**src/rtl/midi_pkg.sv**
```systemverilog
`default_nettype none
// ----------------------------------------------------------------------------
// Module      : midi_pkg
// Description : Shared constants, enums and helpers for the MIDI voice writer
//               (status nibbles, parameter-RAM word layout, message kinds,
//               writer FSM states).
// Revision    : 1.0 - initial release
// ----------------------------------------------------------------------------
package midi_pkg;

  // Status-byte high nibbles and the all-notes-off controller number
  localparam logic [3:0] NOTE_OFF   = 4'h8;
  localparam logic [3:0] NOTE_ON    = 4'h9;
  localparam logic [3:0] CTRL       = 4'hB;
  localparam logic [6:0] CC_ALL_OFF = 7'd123;

  // Parameter RAM word layout: [15] gate, [14:8] note, [7] 0, [6:0] velocity
  localparam int PRAM_GATE    = 15;
  localparam int PRAM_NOTE_HI = 14;
  localparam int PRAM_NOTE_LO = 8;
  localparam int PRAM_VEL_HI  = 6;
  localparam int PRAM_VEL_LO  = 0;

  typedef enum logic [1:0] {
    KIND_NONE    = 2'd0,
    KIND_ON      = 2'd1,
    KIND_OFF     = 2'd2,
    KIND_ALL_OFF = 2'd3
  } msg_kind_e;

  typedef enum logic [2:0] {
    ST_IDLE   = 3'd0,
    ST_DECODE = 3'd1,
    ST_PEND   = 3'd2,
    ST_WRITE  = 3'd3,
    ST_SWEEP  = 3'd4
  } state_e;

  // Assemble one parameter RAM word; bit 7 is always zero
  function automatic logic [15:0] pram_word(input logic       gate,
                                            input logic [6:0] note,
                                            input logic [6:0] vel);
    logic [15:0] w;
    w = '0;
    w[PRAM_GATE]                 = gate;
    w[PRAM_NOTE_HI:PRAM_NOTE_LO] = note;
    w[PRAM_VEL_HI:PRAM_VEL_LO]   = vel;
    return w;
  endfunction

  // Classify a channel message; anything off-channel or unrecognised is NONE
  function automatic msg_kind_e decode_msg(input logic [3:0] ch,
                                           input logic [7:0] status,
                                           input logic [6:0] d1,
                                           input logic [6:0] d2);
    msg_kind_e k;
    k = KIND_NONE;
    if (status[3:0] == ch) begin
      if (status[7:4] == NOTE_ON && d2 != 7'd0) begin
        k = KIND_ON;
      end else if (status[7:4] == NOTE_OFF || status[7:4] == NOTE_ON) begin
        // Note-on with zero velocity is a note-off by MIDI running convention
        k = KIND_OFF;
      end else if (status[7:4] == CTRL && d1 == CC_ALL_OFF) begin
        k = KIND_ALL_OFF;
      end
    end
    return k;
  endfunction

endpackage
`default_nettype wire

```
**src/rtl/voice_alloc.sv**
```systemverilog
`default_nettype none
// ----------------------------------------------------------------------------
// Module      : voice_alloc
// Description : Combinational voice search. Finds the lowest-index free voice
//               and the lowest-index active voice holding a given note.
// Revision    : 1.0 - initial release
// ----------------------------------------------------------------------------
module voice_alloc #(
  parameter int VOICE_W = 4
) (
  input  logic [(2**VOICE_W)-1:0]     active_i,
  input  logic [7*(2**VOICE_W)-1:0]   notes_i,
  input  logic [6:0]                  note_i,
  output logic                        free_found_o,
  output logic [VOICE_W-1:0]          free_idx_o,
  output logic                        match_found_o,
  output logic [VOICE_W-1:0]          match_idx_o
);

  localparam int NUM_VOICES = 2**VOICE_W;

  // Priority encoders: scan from the top so the lowest index wins
  always_comb begin
    free_found_o  = 1'b0;
    free_idx_o    = '0;
    match_found_o = 1'b0;
    match_idx_o   = '0;
    for (int i = NUM_VOICES - 1; i >= 0; i--) begin
      if (!active_i[i]) begin
        free_found_o = 1'b1;
        free_idx_o   = VOICE_W'(i);
      end
      if (active_i[i] && notes_i[7*i +: 7] == note_i) begin
        match_found_o = 1'b1;
        match_idx_o   = VOICE_W'(i);
      end
    end
  end

endmodule
`default_nettype wire

```
**src/rtl/midi_voice_writer.sv**
```systemverilog
`default_nettype none
// ----------------------------------------------------------------------------
// Module      : midi_voice_writer
// Description : Accepts parsed MIDI channel messages, allocates/releases
//               voices and writes gate/note/velocity words into the voice
//               parameter RAM, only while the scanner's update window is open.
// Revision    : 1.0 - initial release
// ----------------------------------------------------------------------------
module midi_voice_writer
  import midi_pkg::*;
#(
  parameter int VOICE_W = 4,
  parameter int CHANNEL = 0
) (
  input  logic                      clk_i,
  input  logic                      reset_i,
  input  logic                      msg_valid_i,
  output logic                      msg_ready_o,
  input  logic [7:0]                msg_status_i,
  input  logic [6:0]                msg_data1_i,
  input  logic [6:0]                msg_data2_i,
  input  logic                      upd_window_i,
  output logic                      upd_done_o,
  output logic                      pram_we_o,
  output logic [VOICE_W-1:0]        pram_addr_o,
  output logic [15:0]               pram_data_o,
  output logic [(2**VOICE_W)-1:0]   voices_busy_o
);

  localparam int         NUM_VOICES  = 2**VOICE_W;
  localparam logic [3:0] CHANNEL_NIB = 4'(CHANNEL);

  state_e                    state_q;
  msg_kind_e                 kind_q;
  logic [6:0]                note_in_q;
  logic [6:0]                vel_in_q;
  logic [VOICE_W-1:0]        voice_q;
  logic [VOICE_W-1:0]        steal_ptr_q;
  logic [VOICE_W-1:0]        sweep_idx_q;
  logic [NUM_VOICES-1:0]     active_q;
  logic [7*NUM_VOICES-1:0]   notes_q;

  logic                      msg_ready_q;
  logic                      upd_done_q;
  logic                      pram_we_q;
  logic [VOICE_W-1:0]        pram_addr_q;
  logic [15:0]               pram_data_q;

  logic                      free_found;
  logic [VOICE_W-1:0]        free_idx;
  logic                      match_found;
  logic [VOICE_W-1:0]        match_idx;

  voice_alloc #(
    .VOICE_W (VOICE_W)
  ) u_alloc (
    .active_i      (active_q),
    .notes_i       (notes_q),
    .note_i        (note_in_q),
    .free_found_o  (free_found),
    .free_idx_o    (free_idx),
    .match_found_o (match_found),
    .match_idx_o   (match_idx)
  );

  // Writer FSM with registered RAM-port and handshake outputs
  always_ff @(posedge clk_i) begin
    if (reset_i) begin
      state_q     <= ST_IDLE;
      kind_q      <= KIND_NONE;
      note_in_q   <= '0;
      vel_in_q    <= '0;
      voice_q     <= '0;
      steal_ptr_q <= '0;
      sweep_idx_q <= '0;
      active_q    <= '0;
      notes_q     <= '0;
      msg_ready_q <= 1'b0;
      upd_done_q  <= 1'b0;
      pram_we_q   <= 1'b0;
      pram_addr_q <= '0;
      pram_data_q <= '0;
    end else begin
      pram_we_q  <= 1'b0;
      upd_done_q <= 1'b0;
      case (state_q)
        ST_IDLE: begin
          // Nothing is pending here, so an open window is released at once
          upd_done_q <= upd_window_i;
          if (msg_valid_i && msg_ready_q) begin
            kind_q      <= decode_msg(CHANNEL_NIB, msg_status_i, msg_data1_i, msg_data2_i);
            note_in_q   <= msg_data1_i;
            vel_in_q    <= msg_data2_i;
            msg_ready_q <= 1'b0;
            state_q     <= ST_DECODE;
          end else begin
            msg_ready_q <= 1'b1;
          end
        end

        ST_DECODE: begin
          case (kind_q)
            KIND_ON: begin
              if (free_found) begin
                voice_q <= free_idx;
              end else begin
                // All voices busy: steal round-robin
                voice_q     <= steal_ptr_q;
                steal_ptr_q <= steal_ptr_q + 1'b1;
              end
              state_q <= ST_PEND;
            end
            KIND_OFF: begin
              if (match_found) begin
                voice_q <= match_idx;
                state_q <= ST_PEND;
              end else begin
                msg_ready_q <= 1'b1;
                state_q     <= ST_IDLE;
              end
            end
            KIND_ALL_OFF: begin
              sweep_idx_q <= '0;
              state_q     <= ST_SWEEP;
            end
            default: begin
              msg_ready_q <= 1'b1;
              state_q     <= ST_IDLE;
            end
          endcase
        end

        ST_PEND: begin
          if (upd_window_i) begin
            pram_we_q   <= 1'b1;
            pram_addr_q <= voice_q;
            upd_done_q  <= 1'b1;
            if (kind_q == KIND_ON) begin
              pram_data_q                  <= pram_word(1'b1, note_in_q, vel_in_q);
              active_q[voice_q]            <= 1'b1;
              notes_q[7*int'(voice_q) +: 7] <= note_in_q;
            end else begin
              pram_data_q       <= pram_word(1'b0, notes_q[7*int'(voice_q) +: 7], 7'd0);
              active_q[voice_q] <= 1'b0;
            end
            state_q <= ST_WRITE;
          end
        end

        ST_WRITE: begin
          msg_ready_q <= 1'b1;
          state_q     <= ST_IDLE;
        end

        ST_SWEEP: begin
          // One release per open-window cycle; a closed window simply holds
          if (upd_window_i) begin
            pram_we_q             <= 1'b1;
            pram_addr_q           <= sweep_idx_q;
            pram_data_q           <= pram_word(1'b0, notes_q[7*int'(sweep_idx_q) +: 7], 7'd0);
            active_q[sweep_idx_q] <= 1'b0;
            sweep_idx_q           <= sweep_idx_q + 1'b1;
            if (&sweep_idx_q) begin
              upd_done_q  <= 1'b1;
              msg_ready_q <= 1'b1;
              state_q     <= ST_IDLE;
            end
          end
        end

        default: begin
          msg_ready_q <= 1'b1;
          state_q     <= ST_IDLE;
        end
      endcase
    end
  end

  assign msg_ready_o   = msg_ready_q;
  assign upd_done_o    = upd_done_q;
  assign pram_we_o     = pram_we_q;
  assign pram_addr_o   = pram_addr_q;
  assign pram_data_o   = pram_data_q;
  assign voices_busy_o = active_q;

endmodule
`default_nettype wire

```
**config.mk**
```make
export PLATFORM = sky130hd
export DESIGN_NAME = midi_voice_writer
export DESIGN_NICKNAME = d
export VERILOG_FILES = /design/src/rtl/midi_pkg.sv /design/src/rtl/voice_alloc.sv /design/src/rtl/midi_voice_writer.sv
export SDC_FILE = /design/constraint.sdc
export NUM_CORES = 1
export LEC_CHECK = 0
export CORE_UTILIZATION = 40
export DETAILED_ROUTE_END_ITERATION = 12
export PLACE_DENSITY = 0.55
export SKIP_LAST_GASP = 1
export SLEW_MARGIN = 20
export SYNTH_ARGS = -nofsm -noshare
export SYNTH_HDL_FRONTEND = slang
export SYNTH_SLANG_ARGS = --single-unit
```
**constraint.sdc**
```tcl
create_clock -name clk_i -period 5.15 [get_ports clk_i]
set_clock_uncertainty 0.15 [all_clocks]
set_input_delay 0.7725 -clock clk_i [delete_from_list [all_inputs] [get_ports clk_i]]
set_output_delay 0.7725 -clock clk_i [all_outputs]
set_load 0.05 [all_outputs]
```
==> impl_summary.txt, run 1 <==
----------------------------------------------------
[Critical path]
  Largest stage delay, worst path ... around 1.1 ns
  Dominant cell type by count on the critical path ... nor4_2
  CP Data Arrival Time ... approximately 3.6 ns
  R2r setup slk ... approximately 1.8 ns
  Slowest cell on crit path ... dfxtp_1
  Maximum fanout along the worst path ... 20
  CP cell instances ... xor2_1 > nor4_2 > and4_4 > nor4_2 > nand4_2 > a31o_1 > o221a_1
  Critical path type ... reg -> reg
  Crit start category ... register
  Data required time of the worst path ... around 5.3 ns
  Crit. End Element ... register

[Timing]
  Final period util ... between 60% and 70%
  Tightest Pin Transition ... around 1.1 ns
  Time the final worst path needs with I/O delays and setup ... between 3 and 4 ns
  Number of pins exceeding their max-slew limit in the final report ... 0
  Total of endpoints with negative setup slack in the final report ... 0
  Setup repair after global routing missed its margin ... no
  Accumulated negative setup slack ... 0 ns
  Number of hold violations in the final report ... 0
  Maximum frequency from static timing analysis ... 297 MHz
  Worst rel slew slack ... roughly 24%

[Layout]
  Core Util, Final ... 45.9%
  Diode count ... 0
  Fraction of layout cells with a size suffix above 1 ... 13.1%
  Number of nets in the layout ... 1218
  Area growth syn-to-layout ... 11.9%
  Number of non-filler instances in the completed layout ... 1568

[Clock network]
  Root cell of the clock tree ... clkbuf_16
  Number of clock buffers inserted by TritonCTS ... 17
  Setup Buffers After CTS ... 0
  CTS-repair resized insts ... 0
  Level count of the clock H-tree ... 4
  Clk sink count ... 181
  Hold-fix buffers, CTS ... 0
  TritonCTS clock tree ... yes
  CTS clk-pin slew, worst paths ... 0.08 ns
  Clk buf depth ... 2
  Clk_lat worst skew ... 0.44 ns

[Logic synthesis]
  Cell types occupying the most area after synthesis ... dfxtp_1, mux4_2, mux2i_1, xnor2_1, nor2_1
  Netlist area before placement ... roughly 11000 µm²
  Flops & latches, synth ... roughly 180
  Main flop type after synthesis ... dfxtp_1
  Post-synth ARST share ... 0%
  Count of warnings emitted by yosys ... 0
  Mean post-synth cell area ... roughly 9.5 µm²
  Post-Syn Instances ... 1171
  Share of the synthesized area in the top cell type ... around 33%
  Library cell with the largest summed area after synthesis ... dfxtp_1
  Number of different library cells in the post-synthesis netlist ... 75
  Part of the Yosys area used for sequential elements ... 32.6%
  Post-synth net total ... about 1.2k
  Number of flops mapped to enable cells by yosys ... 0

[Power]
  Design Power ... between 2 and 3 mW
  Psw ... 0.778 mW
  Largest vdd supply drop ... 0.216 mV
  Total internal power ... between 2 and 2.5 mW
  Power share of the sequential group ... 48.6%
  Comb power frac ... under 10%
  Power density over the cells ... ~240 nW/µm²
  P_leak ... 4.59 nW
  Switching fraction of total power ... a little over a quarter
  Clock share of power ... 46.1%

[Placed design]
  Weighted congestion at the end of routability-driven global placement ... 0.978
  Number of cells in the design after placement ... 1536
  Sum of net half-perimeters after detailed placement ... 27900 µm
  Count of buffers inserted at the top-level ports ... 63

[Detailed routing]
  Detailed-route wire length ... 39300 µm
  Post-detailed-route via-to-cell ratio ... 5.90
  Drt first pass iters ... 5
  Routed wire length per instance ... 25.1 µm
  Starting DRT DRC Count ... 1007
  Number of DRC violations after detailed routing ... 0
  DRT antenna net count ... 0
  Number of vias in the routed layout ... 9259

[Floorplanning]
  I/O pin total ... 65
  Core region area ... 27100 µm²
  Full die area ... around 28000 µm²
  Number of rows in the core area ... 60
  Overall die width ... 169 µm
  Initial Utilization ... 41.0%
  Y dimension of the die ... 169 µm

[Global route]
  Antenna violations before repair ... 0
  Grt ovf ... 0
  Global-route wire length before repair ... just under 60000 µm
  Global routing usage summed across all routing layers ... 28.0%
  Via count of the first global-routing pass ... 8722
  Pin count of the biggest net entering global routing ... 115

[Run status]
  Status ... finished, final reports clean

[Flow run]
  Number of violations of the max-capacitance limit ... 0

[Min path]
  Type of the worst min-delay path ... reg -> reg

----------------------------------------------------
area by class of cell:
type,instances,area [µm²]
clock buffers,18,429
clock inverters,14,168
fillers,2610,14700
inverters,9,33.8
multi-input cells,889,6920
flip-flops and latches,181,3630
well taps,372,465
repair buffers,85,797
cells by family (layout without fill, tap and decap cells):
group / after synthesis / count (layout) / share of synthesized area, %
flip-flops: 181 / 181 / 32.6
adder cells (fa/ha/maj): 9 / 9 / 1.01
AND/OR/NAND/NOR: 426 / 426 / 18.8
buffers and inverters: 101 / 126 / 5.19
other: 1 / 1 / 0.0337
multiplexers: 184 / 184 / 24.4
AO/OA/AOI/OAI: 149 / 149 / 8.38
XOR/XNOR: 120 / 120 / 9.59
registers in the layout (all words and copies together) (netlist names), named ones only:
register,cells
notes_q,112
voice_q,4
msg_ready_o,1
kind_q,2
state_q,3
pram_addr_o,4
vel_in_q,7
steal_ptr_q,4
note_in_q,7
pram_data_o,15
pram_we_o,1
sweep_idx_q,4
upd_done_o,1
routing by layer:
layer	vias to the layer above	part of all wire, %	GRT usage, %	wire length (µm)
met1	4540	42	37.0	16700
met3	92	7.7	6.13	3020
met2	434	44	42.4	17400
met5	-	0.17	1.74	66
li1	4191	-	-	-
met4	2	5.4	15.1	2130
synthesized netlist by cell type (3+ instances only):
| master | instances |
|---|---|
| a211oi_1 | 4 |
| o211ai_1 | 5 |
| mux4_2 | 70 |
| and3_1 | 8 |
| clkbuf_8 | 4 |
| nand2_1 | 105 |
| inv_1 | 9 |
| buf_8 | 3 |
| a21oi_1 | 69 |
| buf_4 | 9 |
| dfxtp_1 | 181 |
| xor2_1 | 28 |
| nor2_1 | 181 |
| clkbuf_1 | 51 |
| nor2b_1 | 11 |
| nor3_1 | 9 |
| buf_2 | 16 |
| and2_1 | 7 |
| a22oi_1 | 15 |
| nand2b_1 | 8 |
| nand4_1 | 33 |
| xnor2_1 | 90 |
| buf_6 | 5 |
| nand3b_1 | 5 |
| mux2i_1 | 114 |
| o31ai_1 | 11 |
| nor4_2 | 3 |
| a311oi_1 | 8 |
| ha_1 | 9 |
| nor2_2 | 5 |
| nand3_1 | 15 |
| o21ai_0 | 13 |
| nor4_1 | 7 |
| nand4_2 | 3 |
| a31oi_1 | 9 |
stage by stage:
step	hold WS [ns]	worst slack [ns]	area, µm²
after floorplan	0.286	2.73	11100
after global placement	0.294	1.59	11800
after detailed placement	0.298	1.56	11800
after CTS	0.310	1.79	12400
after global routing	0.340	1.65	12400
final	0.308	1.78	12400
layout by cell type, fill, tap and decap left out, types with 8 or more instances in the layout:
cell / n
nand2_1: 105
mux2i_1: 114
o31ai_1: 11
clkbuf_16: 17
inv_1: 9
nor3_1: 8
nand2b_1: 8
dfxtp_1: 179
a31oi_1: 9
mux4_2: 70
nand3_1: 15
nor2_1: 181
nand4_1: 33
a311oi_1: 8
and3_1: 8
a22oi_1: 15
clkdlybuf4s50_1: 62
nor2b_1: 11
o21ai_0: 13
ha_1: 9
xor2_1: 28
a21oi_1: 69
xnor2_1: 90
buf_4: 22
path summary, 6_finish.rpt:
| path | start | end | cells after the start |
|---|---|---|---|
| setup / recovery | note_in_q[6] | voice_q[3] | 7 |
| hold / removal | vel_in_q[0] | vel_in_q[0] | 2 |
| setup reg to reg | note_in_q[6] | voice_q[3] | 7 |
| hold reg to reg | vel_in_q[0] | vel_in_q[0] | 2 |
critical path: cells and delay by family (launching register included):
| kind | cells | cell delay, ns |
|---|---|---|
| xor gates and xnor gates | 1 | 0.39 |
| AOI/OAI and AO/OA | 2 | 0.59 |
| DFF | 1 | 1.07 |
| and+or+nand+nor | 4 | 1.06 |
power by group through the flow:
stage	combinational, mW	sequential [mW]	clock, mW
floorplan	0.113	1.44	0
global placement	0.154	1.46	0
detailed placement	0.154	1.46	0
CTS	0.155	1.43	1.37
global route	0.165	1.43	1.43
finish	0.156	1.43	1.36
Power figures use the tool's default switching activity.
==> inputs of run 2 (changes only) <==
- clock period: 5.15 -> 3.16 ns (I/O delays scaled with it)
==> run 2 against run 1 <==
Against the previous run:
- sequential share of layout area shrank 0.67 points
- critical path depth grew 1
- die area is the same
- worst hold slack lost 0.10 ns
- core utilization grew 1.1 points
- wire length shrank 2.7%
- first-iteration DRC count shrank 2.2%
- global-route usage shrank 0.38 points
- total power grew 60%
- largest cell class unchanged
==> impl_summary.txt, run 2 (synthesis gave the netlist of run 1 again) <==
----------------------------------------------------
[Global route]
  Grt ovf ... 0 (unchanged)
  Global-route wire length before repair ... 57900 µm (-0.20%)
  Antenna violations before repair ... 0 (unchanged)
  Met2 Use GR ... 42.2% (-0.16 points)
  Pin count of the biggest net entering global routing ... 99 (-14%)
  Global routing usage summed across all routing layers ... 27.6% (-0.38 points)
  Global routing usage on met3 ... 4.70% (-1.4 points)
  Grt peak-use layer ... met2
  Via count of the first global-routing pass ... 8919 (+2.3%)
  Met1 demand-to-capacity share in global routing ... 37.7% (+0.71 points)

[Clock network]
  Root cell of the clock tree ... clkbuf_16
  Level count of the clock H-tree ... 4 (unchanged)
  Number of clock buffers inserted by TritonCTS ... 17 (unchanged)
  Clk sink count ... 181 (unchanged)
  Hold-fix buffers, CTS ... 0 (unchanged)
  Setup Buffers After CTS ... 0 (unchanged)
  Clk_lat worst skew ... 0.46 ns (+0.02 ns)
  TritonCTS clock tree ... yes
  CTS-repair resized insts ... 0 (unchanged)
  Clk buf depth ... 2 (unchanged)
  CTS clk-pin slew, worst paths ... 0.08 ns (about the same)

[Timing]
  Accumulated negative setup slack ... 0 ns (unchanged)
  Maximum frequency from static timing analysis ... 353 MHz (+19%)
  Final period util ... 89.7% (+24 points)
  Number of hold violations in the final report ... 0 (unchanged)
  Tightest Pin Transition ... 0.765 ns (-0.372 ns)
  Setup repair after global routing missed its margin ... no
  Number of pins exceeding their max-slew limit in the final report ... 0 (unchanged)
  Time the final worst path needs with I/O delays and setup ... 2.84 ns (-0.537 ns)
  Total of endpoints with negative setup slack in the final report ... 0 (unchanged)
  Worst rel slew slack ... 49.0% (+25 points)

[Floorplanning]
  Y dimension of the die ... 169 µm (unchanged)
  Core region area ... 27100 µm² (unchanged)
  Initial Utilization ... 41.0% (unchanged)
  Number of rows in the core area ... 60 (unchanged)
  I/O pin total ... 65 (unchanged)
  Overall die width ... 169 µm (unchanged)
  Full die area ... 28500 µm² (unchanged)

[Critical path]
  Critical path type ... reg -> reg
  End of the critical path ... voice_q[3]
  Worst reg2reg path startpoint ... note_in_q[3]
  Data required time of the worst path ... 3.35 ns (-1.99 ns)
  Crit. End Element ... register
  Maximum fanout along the worst path ... 9 (-55%)
  Depth of the worst register-to-register path ... 8 (+1)
  CP Data Arrival Time ... 3.02 ns (-0.54 ns)
  R2r setup slk ... 0.32 ns (-1.45 ns)
  Reg2Reg Capture Point ... voice_q[3]
  Startpoint of the worst setup timing path ... note_in_q[3]
  Crit start category ... register

[Layout]
  Flip-flop count of the largest register after layout ... 112 (unchanged)
  Area growth syn-to-layout ... 14.6%
  Core Util, Final ... 47.0% (+1.1 points)
  Most frequent standard cell in the layout excluding fill and tap cells ... nor2_1
  Register area ... 3630 µm² (unchanged)
  Diode count ... 0 (unchanged)
  Fillers ... 2609 (-0.038%)
  Fraction of layout cells with a size suffix above 1 ... 15.3% (+2.2 points)
  Number of nets in the layout ... 1249 (+2.5%)
  Area of combinational cells with multiple inputs ... 6920 µm² (unchanged)
  Commonest non-fill, non-tap cells in the layout ... nor2_1, dfxtp_1, mux2i_1
  Register with the most flip-flops ... notes_q

[Detailed routing]
  Routed wire length per instance ... 23.9 µm (-4.5%)
  Starting DRT DRC Count ... 985 (-2.2%)
  Detailed-route wire length ... 38200 µm (-2.7%)
  DRT antenna net count ... 0 (unchanged)
  Number of vias in the routed layout ... 9341 (+0.89%)
  Post-detailed-route via-to-cell ratio ... 5.85 (-1.0%)
  Number of DRC violations after detailed routing ... 0 (unchanged)
  Drt first pass iters ... 5 (unchanged)

[Min path]
  Type of the worst min-delay path ... in -> reg
  Beginning of the worst hold path ... reset_i

[Placed design]
  Count of buffers inserted at the top-level ports ... 63 (unchanged)
  Weighted congestion at the end of routability-driven global placement ... 0.933 (-4.6%)
  Sum of net half-perimeters after detailed placement ... 28700 µm (+2.9%)

[Power]
  Largest vdd supply drop ... 0.340 mV (+57%)
  Power density over the cells ... 368 nW/µm² (+56%)
  P_leak ... 4.76 nW (+3.9%)

[Run status]
  Status ... finished, final reports clean

[Flow run]
  Number of violations of the max-capacitance limit ... 0 (unchanged)

----------------------------------------------------
## run 2: cell types whose count changed in the layout (fill, tap and decap cells not counted), sizes merged
| cell | delta |
|---|---|
| clkinv | -2 |
| inv | +3 |
| bufinv | -1 |
| clkbuf | -1 |
| buf | +31 |
## run 2: how the worst min path moves through the flow
stage          slack (ns)              to  depth (start not counted)
2_1_floorplan        0.29     vel_in_q[0]                          2
3_3_place_gp         0.29     vel_in_q[2]                          2
3_5_place_dp         0.30     vel_in_q[2]                          2
4_1_cts              0.19  pram_data_o[6]                          2
5_1_grt              0.20  pram_data_o[6]                          2
6_report             0.20      state_q[2]                          2
## run 2: power by group
group          internal, mW  switching, mW
combinational         0.110          0.167
sequential             2.29         0.0119
clock                  1.04           1.07
total                  3.44           1.25
## run 2: area by class of cell
type | instances | area share, %
inverters | 9 | 0.265
well taps | 372 | 3.65
flip-flops and latches | 181 | 28.5
multi-input cells | 889 | 54.4
repair buffers | 116 | 8.87
clock inverters | 14 | 1.04
clock buffers | 17 | 3.34
## run 2: worst max-delay path: stages, from the launching register on
cell	delay, ns
dfxtp_1	0.72
buf_4	0.30
xnor2_1	0.09
nand4_1	0.17
nor2_1	0.13
nor4_4	0.35
nand4_2	0.24
a31o_1	0.34
o221a_1	0.24
## run 2: layer usage
layer | vias up | share of wire [%]
li1 | 4268 | -
met1 | 4541 | 44
met2 | 426 | 44
met3 | 106 | 7.2
met4 | 0 | 4.8
met5 | - | 0
## run 2: per-stage QoR
step	cells	instance area (µm²)	power (mW)	setup WS (ns)	hold WS, ns
2_1_floorplan	1171	11100	2.54	0.741	0.286
3_3_place_gp	1567	12200	2.63	0.395	0.294
3_5_place_dp	1567	12200	2.63	0.360	0.296
4_1_cts	1598	12700	4.70	0.375	0.194
5_1_grt	1598	12700	4.83	0.195	0.201
6_report	1598	12700	4.69	0.325	0.203
